`src/rtl/mul_u_if.sv`:
```
// Execute-stage multiply handshake: level-held start/done plus operands and product halves.
interface mul_u_if #(
    parameter int DATA_WIDTH = 32
);
    logic                  start;
    logic                  done;
    logic                  busy;
    logic [DATA_WIDTH-1:0] mul_src_data1;
    logic [DATA_WIDTH-1:0] mul_src_data2;
    logic [DATA_WIDTH-1:0] mul_result_lo;
    logic [DATA_WIDTH-1:0] mul_result_hi;

    modport master (
        output start, mul_src_data1, mul_src_data2,
        input  done, busy, mul_result_lo, mul_result_hi
    );

    modport slave (
        input  start, mul_src_data1, mul_src_data2,
        output done, busy, mul_result_lo, mul_result_hi
    );
endinterface

```
`src/rtl/mul_u.sv`:
```
// Unsigned iterative shift-add multiplier, one multiplier bit per cycle, full 2*DATA_WIDTH product.
// Optional MUL_U_FAST_PATH_EN: operands of 0 or 1 complete combinationally in the start cycle.
module mul_u #(
    parameter int DATA_WIDTH   = 32,
    parameter int D_DATA_WIDTH = DATA_WIDTH * 2,
    parameter int CNT_WIDTH    = 6
) (
    input logic   cpu_clk,
    input logic   cpu_rstn,
    mul_u_if.slave bus
);
    typedef enum logic [1:0] {IDLE, BUSY, DONE} state_e;

    state_e                  state_q, state_d;
    logic                    start_q;
    logic [CNT_WIDTH-1:0]    cnt_q, cnt_d;
    logic [D_DATA_WIDTH:0]   acc_q, acc_d;
    logic                    start_rising;
    logic [DATA_WIDTH:0]     hi_sum;
    logic                    fastpath_hit;
    logic [D_DATA_WIDTH-1:0] fast_prod;
    logic [D_DATA_WIDTH-1:0] prod;

    assign start_rising = bus.start & ~start_q;

`ifdef MUL_U_FAST_PATH_EN
    logic src1_zero, src2_zero, src1_one, src2_one;
    assign src1_zero    = (bus.mul_src_data1 == '0);
    assign src2_zero    = (bus.mul_src_data2 == '0);
    assign src1_one     = (bus.mul_src_data1 == DATA_WIDTH'(1));
    assign src2_one     = (bus.mul_src_data2 == DATA_WIDTH'(1));
    assign fastpath_hit = bus.start & (src1_zero | src2_zero | src1_one | src2_one);
    assign fast_prod    = (src1_zero | src2_zero) ? '0 :
                          src1_one ? D_DATA_WIDTH'(bus.mul_src_data2) :
                                     D_DATA_WIDTH'(bus.mul_src_data1);
`else
    assign fastpath_hit = 1'b0;
    assign fast_prod    = '0;
`endif

    // Upper half plus carry bit; acc[0] is the multiplier bit consumed this cycle.
    assign hi_sum = acc_q[0] ? ({1'b0, acc_q[D_DATA_WIDTH-1:DATA_WIDTH]} + {1'b0, bus.mul_src_data1})
                             : acc_q[D_DATA_WIDTH:DATA_WIDTH];

    always_ff @(posedge cpu_clk or negedge cpu_rstn) begin
        if (!cpu_rstn) begin
            state_q <= IDLE;
            start_q <= 1'b0;
            cnt_q   <= '0;
            acc_q   <= '0;
        end else begin
            state_q <= state_d;
            start_q <= bus.start;
            cnt_q   <= cnt_d;
            acc_q   <= acc_d;
        end
    end

    always_comb begin
        state_d = state_q;
        cnt_d   = cnt_q;
        acc_d   = acc_q;
        unique case (state_q)
            IDLE: begin
                if (start_rising && !fastpath_hit) begin
                    acc_d   = {{(D_DATA_WIDTH + 1 - DATA_WIDTH){1'b0}}, bus.mul_src_data2};
                    cnt_d   = '0;
                    state_d = BUSY;
                end
            end
            BUSY: begin
                if (!bus.start) begin
                    acc_d   = '0;
                    cnt_d   = '0;
                    state_d = IDLE;
                end else begin
                    // Add-then-shift folded into one update: carry lands in bit D_DATA_WIDTH-1.
                    acc_d = {1'b0, hi_sum, acc_q[DATA_WIDTH-1:1]};
                    cnt_d = cnt_q + 1'b1;
                    if (cnt_q == CNT_WIDTH'(DATA_WIDTH - 1))
                        state_d = DONE;
                end
            end
            DONE: begin
                if (!bus.start) begin
                    acc_d   = '0;
                    cnt_d   = '0;
                    state_d = IDLE;
                end
            end
            default: state_d = IDLE;
        endcase
    end

    assign prod = (state_q == DONE) ? acc_q[D_DATA_WIDTH-1:0] :
                  fastpath_hit      ? fast_prod : '0;

    assign bus.done          = (state_q == DONE) | fastpath_hit;
    assign bus.busy          = (state_q == BUSY);
    assign bus.mul_result_lo = prod[DATA_WIDTH-1:0];
    assign bus.mul_result_hi = prod[D_DATA_WIDTH-1:DATA_WIDTH];
endmodule

```
`src/flat_wrapper.sv`:
```
// flat-port wrapper written by rule: the top's interface ports become plain ports
module mul_u_flat 
#(
    parameter int DATA_WIDTH   = 32,
    parameter int D_DATA_WIDTH = DATA_WIDTH * 2,
    parameter int CNT_WIDTH    = 6
)
  (cpu_clk, cpu_rstn, bus_start, bus_mul_src_data1, bus_mul_src_data2, bus_done, bus_busy, bus_mul_result_lo, bus_mul_result_hi);
  mul_u_if #(.DATA_WIDTH(DATA_WIDTH)) bus_i ();
  input logic cpu_clk;
  input logic cpu_rstn;
  input wire logic [$bits(bus_i.start)-1:0] bus_start;
  input wire logic [$bits(bus_i.mul_src_data1)-1:0] bus_mul_src_data1;
  input wire logic [$bits(bus_i.mul_src_data2)-1:0] bus_mul_src_data2;
  output wire logic [$bits(bus_i.done)-1:0] bus_done;
  output wire logic [$bits(bus_i.busy)-1:0] bus_busy;
  output wire logic [$bits(bus_i.mul_result_lo)-1:0] bus_mul_result_lo;
  output wire logic [$bits(bus_i.mul_result_hi)-1:0] bus_mul_result_hi;
  assign bus_i.start = bus_start;
  assign bus_i.mul_src_data1 = bus_mul_src_data1;
  assign bus_i.mul_src_data2 = bus_mul_src_data2;
  assign bus_done = bus_i.done;
  assign bus_busy = bus_i.busy;
  assign bus_mul_result_lo = bus_i.mul_result_lo;
  assign bus_mul_result_hi = bus_i.mul_result_hi;
  mul_u #(.DATA_WIDTH(DATA_WIDTH), .D_DATA_WIDTH(D_DATA_WIDTH), .CNT_WIDTH(CNT_WIDTH)) u_core (.cpu_clk(cpu_clk), .cpu_rstn(cpu_rstn), .bus(bus_i));
endmodule
```
`config.mk`:
```
export PLATFORM = sky130hd
export DESIGN_NAME = mul_u_flat
export DESIGN_NICKNAME = d
export VERILOG_FILES = /design/src/rtl/mul_u_if.sv /design/src/rtl/mul_u.sv /design/src/flat_wrapper.sv
export SDC_FILE = /design/constraint.sdc
export NUM_CORES = 1
export LEC_CHECK = 0
export CAP_MARGIN = 25
export CORE_ASPECT_RATIO = 0.7
export CORE_MARGIN = 2
export CORE_UTILIZATION = 52
export CTS_BUF_LIST = sky130_fd_sc_hd__clkbuf_8
export DETAILED_ROUTE_END_ITERATION = 8
export PLACE_DENSITY_LB_ADDON = 0.1
export SYNTH_ARGS = -nofsm -noshare
export SYNTH_HDL_FRONTEND = slang
export SYNTH_SLANG_ARGS = --single-unit
```
`constraint.sdc`:
```
create_clock -name cpu_clk -period 3.4 [get_ports cpu_clk]
set_input_delay 0.51 -clock cpu_clk [delete_from_list [all_inputs] [get_ports cpu_clk]]
set_output_delay 0.51 -clock cpu_clk [all_outputs]
set_load 0.01 [all_outputs]
```
==> impl_metrics.env <==
export IMPL_synthCells=666
export IMPL_outcome="completed"
export IMPL_finalNetCount=888
export IMPL_final_min_clock_period_ns=2.99
export IMPL_synth_nets=771
export IMPL_tightest_slew_ns=0.803
export IMPL_firstDrtPassIters=5
export IMPL_cts_max_level=3
export IMPL_ios=133
export IMPL_drive_above_1_share_pct=6.73
export IMPL_power_density_nw_per_um2=545
export IMPL_ant_nets=0
export IMPL_synth_seq_cells=73
export IMPL_place_congestion=0.876
export IMPL_slew_violations=0
export IMPL_top_usage_layer="met2"
export IMPL_grt_max_degree=74
export IMPL_fp_dieW_um=128
export IMPL_cts_clk_slew_worst_paths_ns=0.08
export IMPL_start_util_pct=53.8
export IMPL_antenna_found_initial=0
export IMPL_power_switching_mw=1.75
export IMPL_hpwl_um=10800
export IMPL_synth_area_top_cells="dfrtp_1 33%, ha_1 8.3%, and2_1 7.6%, o21ai_0 6.3%, nand2_1 5.8%"
export IMPL_fin_util_pct=69.3
export IMPL_drc=0
export IMPL_clock_latency_ns=0.36
export IMPL_vias=5202
export IMPL_cts_root_buf="clkbuf_8"
export IMPL_avgViaCountPerCell=5.65
export IMPL_crit_arrival_ns=3.28
export IMPL_synth_ff_type="dfrtp_1"
export IMPL_synth_warning_count=0
export IMPL_max_freq_mhz=334
export IMPL_power_frac_clock_pct=15.7
export IMPL_synth_top_area_share_pct=32.6
export IMPL_rsz0062_at_grt="no"
export IMPL_gr_total_overflow=0
export IMPL_die_y_um=90.8
export IMPL_p_sw_share_pct=44.7
export IMPL_avgSynthCellArea_sq_um=8.40
export IMPL_yosys_area_top_type="dfrtp_1"
export IMPL_combPwrFrac_pct=48.3
export IMPL_vdd_ir_drop_max_mv=0.273
export IMPL_grt_use_met3_pct=5.75
export IMPL_synthTopCellsByCount="86 x nand2_1, 73 x dfrtp_1, 70 x o21ai_0"
export IMPL_postSynth_asyncResetShare_pct=100
export IMPL_clock_sinks=73
export IMPL_grt_pass1_vias=4971
export IMPL_skew_ns=0.0108
export IMPL_drv_cap=0
export IMPL_hold_path_class="input pin to asynchronous set/reset pin"
export IMPL_p_int_mw=2.17
export IMPL_setup_viol=0
export IMPL_path_cells="clkdlybuf4s50_1 -> ha_1 -> inv_1 -> fa_1 -> nor2b_2 -> o31ai_2 -> a31oi_4 -> a41oi_4 -> o21ai_4 -> and3_1 -> nor4_1 -> or4_1 -> nand3_1"
export IMPL_slew_limit_headroom_pct=46.1
export IMPL_startpoint_type="input pin"
export IMPL_portBuffers=132
export IMPL_cts_hold_buf=0
export IMPL_cts_resized=0
export IMPL_dieArea_sq_um=11600
export IMPL_yosysSeqAreaShare_pct=32.6
export IMPL_wl_per_cell_um=16.3
export IMPL_synth_distinct_cells=66
export IMPL_cts_setup_buffers=0
export IMPL_numCtsBuffers=9
export IMPL_period_share_pct=87.9
export IMPL_wl_um=15000
export IMPL_n_antenna_cell=0
export IMPL_cp_end_kind="flip-flop"
export IMPL_critPathSlowestCell="or4_1"
export IMPL_clockBufferDepth=2
export IMPL_grt_pass1_wl_um=24800
export IMPL_gr_usage_met2_pct=39.2
export IMPL_num_rows=31
export IMPL_post_place_ws_ns=0.0970
export IMPL_worstSetupPathType="input pin to flip-flop"
export IMPL_netlist_area_sq_um=5600
export IMPL_core_region_area_sq_um=10400
export IMPL_grtUsageMet1_pct=38.7
export IMPL_crit_fanout=4
export IMPL_drt_first_iter_violations=522
export IMPL_yosysMostFrequentCell="nand2_1"
export IMPL_leakage_nw=3.07
export IMPL_required_ns=3.69
export IMPL_area_growth_pct=28.8
export IMPL_setup_tns_ns=0
export IMPL_power_frac_seq_pct=36.0
export IMPL_worst_slack_ns=0.410
export IMPL_hold_viol=0
export IMPL_max_stage_delay_ns=0.51
export IMPL_cts_tree="yes"
export IMPL_track_usage_pct=26.4
export IMPL_synth_edf_count=0
-- registers in the layout, summed over array words and instances, names as in the netlist --
register,flops
u_core.state_q,2
u_core.acc_q,64
u_core.cnt_q,6
u_core.start_q,1
-- layout make-up --
class / count / area, sq um
clock buffer: 9 / 124
clock inverter: 7 / 48.8
fill: 846 / 3190
inverter: 8 / 30.0
multi-input combinational: 544 / 3530
sequential: 73 / 1830
tap: 132 / 165
timing repair buffer: 147 / 1480
-- metrics by stage --
step | area [sq um] | hold WS [ns] | power, mW | instances
after floorplan | 5600 | 0.214 | 2.79 | 666
after global placement | 6990 | 0.480 | 3.23 | 902
after detailed placement | 6990 | 0.485 | 3.29 | 902
after CTS | 7160 | 0.312 | 3.91 | 918
after global routing | 7210 | 0.00174 | 4.24 | 920
final | 7210 | 0.00299 | 3.93 | 920
-- worst paths after layout --
path | from | slack, ns | cells after the start | endpoint
worst max-delay path | bus_mul_src_data1[0] | 0.41 | 13 | u_core.acc_q[61]
worst min-delay path | cpu_rstn | 0.003 | 1 | u_core.acc_q[41]
worst max register to register | u_core.acc_q[32] | 0.60 | 12 | u_core.acc_q[61]
worst min register to register | u_core.acc_q[17] | 0.50 | 2 | u_core.acc_q[17]
max in group asynchronous | cpu_rstn | 2.82 | 2 | u_core.acc_q[17]
min in group cpu_clk | u_core.acc_q[17] | 0.50 | 2 | u_core.acc_q[17]
-- placed cells by master, fill, tap and decap left out, types with 3 or more instances in the layout --
master / synthesis / final
o21ai_1: 9 / 9
dfrtp_1: 73 / 73
buf_4: 0 / 13
nand2_1: 86 / 86
a32oi_1: 8 / 8
o21bai_1: 3 / 3
a21o_1: 8 / 8
inv_1: 7 / 8
nand4_1: 9 / 9
mux2i_1: 15 / 15
nand3_1: 7 / 7
a21oi_1: 40 / 40
xor2_1: 18 / 18
nor2b_1: 34 / 34
xnor2_1: 12 / 12
clkbuf_8: 3 / 9
and2_1: 68 / 68
clkinv_4: 0 / 4
and3_2: 3 / 3
nor2_1: 29 / 29
clkdlybuf4s50_1: 0 / 131
nor3_1: 4 / 4
o21a_1: 4 / 4
a31oi_1: 35 / 35
a22oi_1: 3 / 3
o21ai_0: 70 / 70
ha_1: 37 / 35
-- metal layers --
metal / vias up / routed length, um
li1: 2604 / -
met1: 2445 / 7530
met2: 140 / 6450
met3: 13 / 869
met4: 0 / 172
met5: - / 0
-- cell families (layout without fill, tap and decap cells) --
| family | Yosys count | count (layout) | share of synthesized area, % |
|---|---|---|---|
| xor+xnor | 30 | 30 | 4.70 |
| flops | 73 | 73 | 32.6 |
| simple gates | 252 | 252 | 23.1 |
| fa+ha+maj | 38 | 38 | 8.63 |
| compound gates | 207 | 207 | 23.5 |
| buf+inv | 49 | 171 | 4.32 |
| mux | 17 | 17 | 3.09 |
-- power by group through the flow --
stage | clock, mW | sequential (mW) | combinational, mW
after global placement | 0 | 1.41 | 1.82
after detailed placement | 0 | 1.42 | 1.86
final | 0.616 | 1.41 | 1.90
after floorplan | 0 | 1.33 | 1.46
after global routing | 0.668 | 1.46 | 2.12
after CTS | 0.635 | 1.41 | 1.87
-- critical path, delay by kind of cell --
kind,cells,cell delay (ns)
adder cells (fa/ha/maj),2,0.57
AO/OA/AOI/OAI,4,0.71
buffers and inverters,2,0.52
AND/OR/NAND/NOR,5,0.98
(Power assumes the default switching activity.)
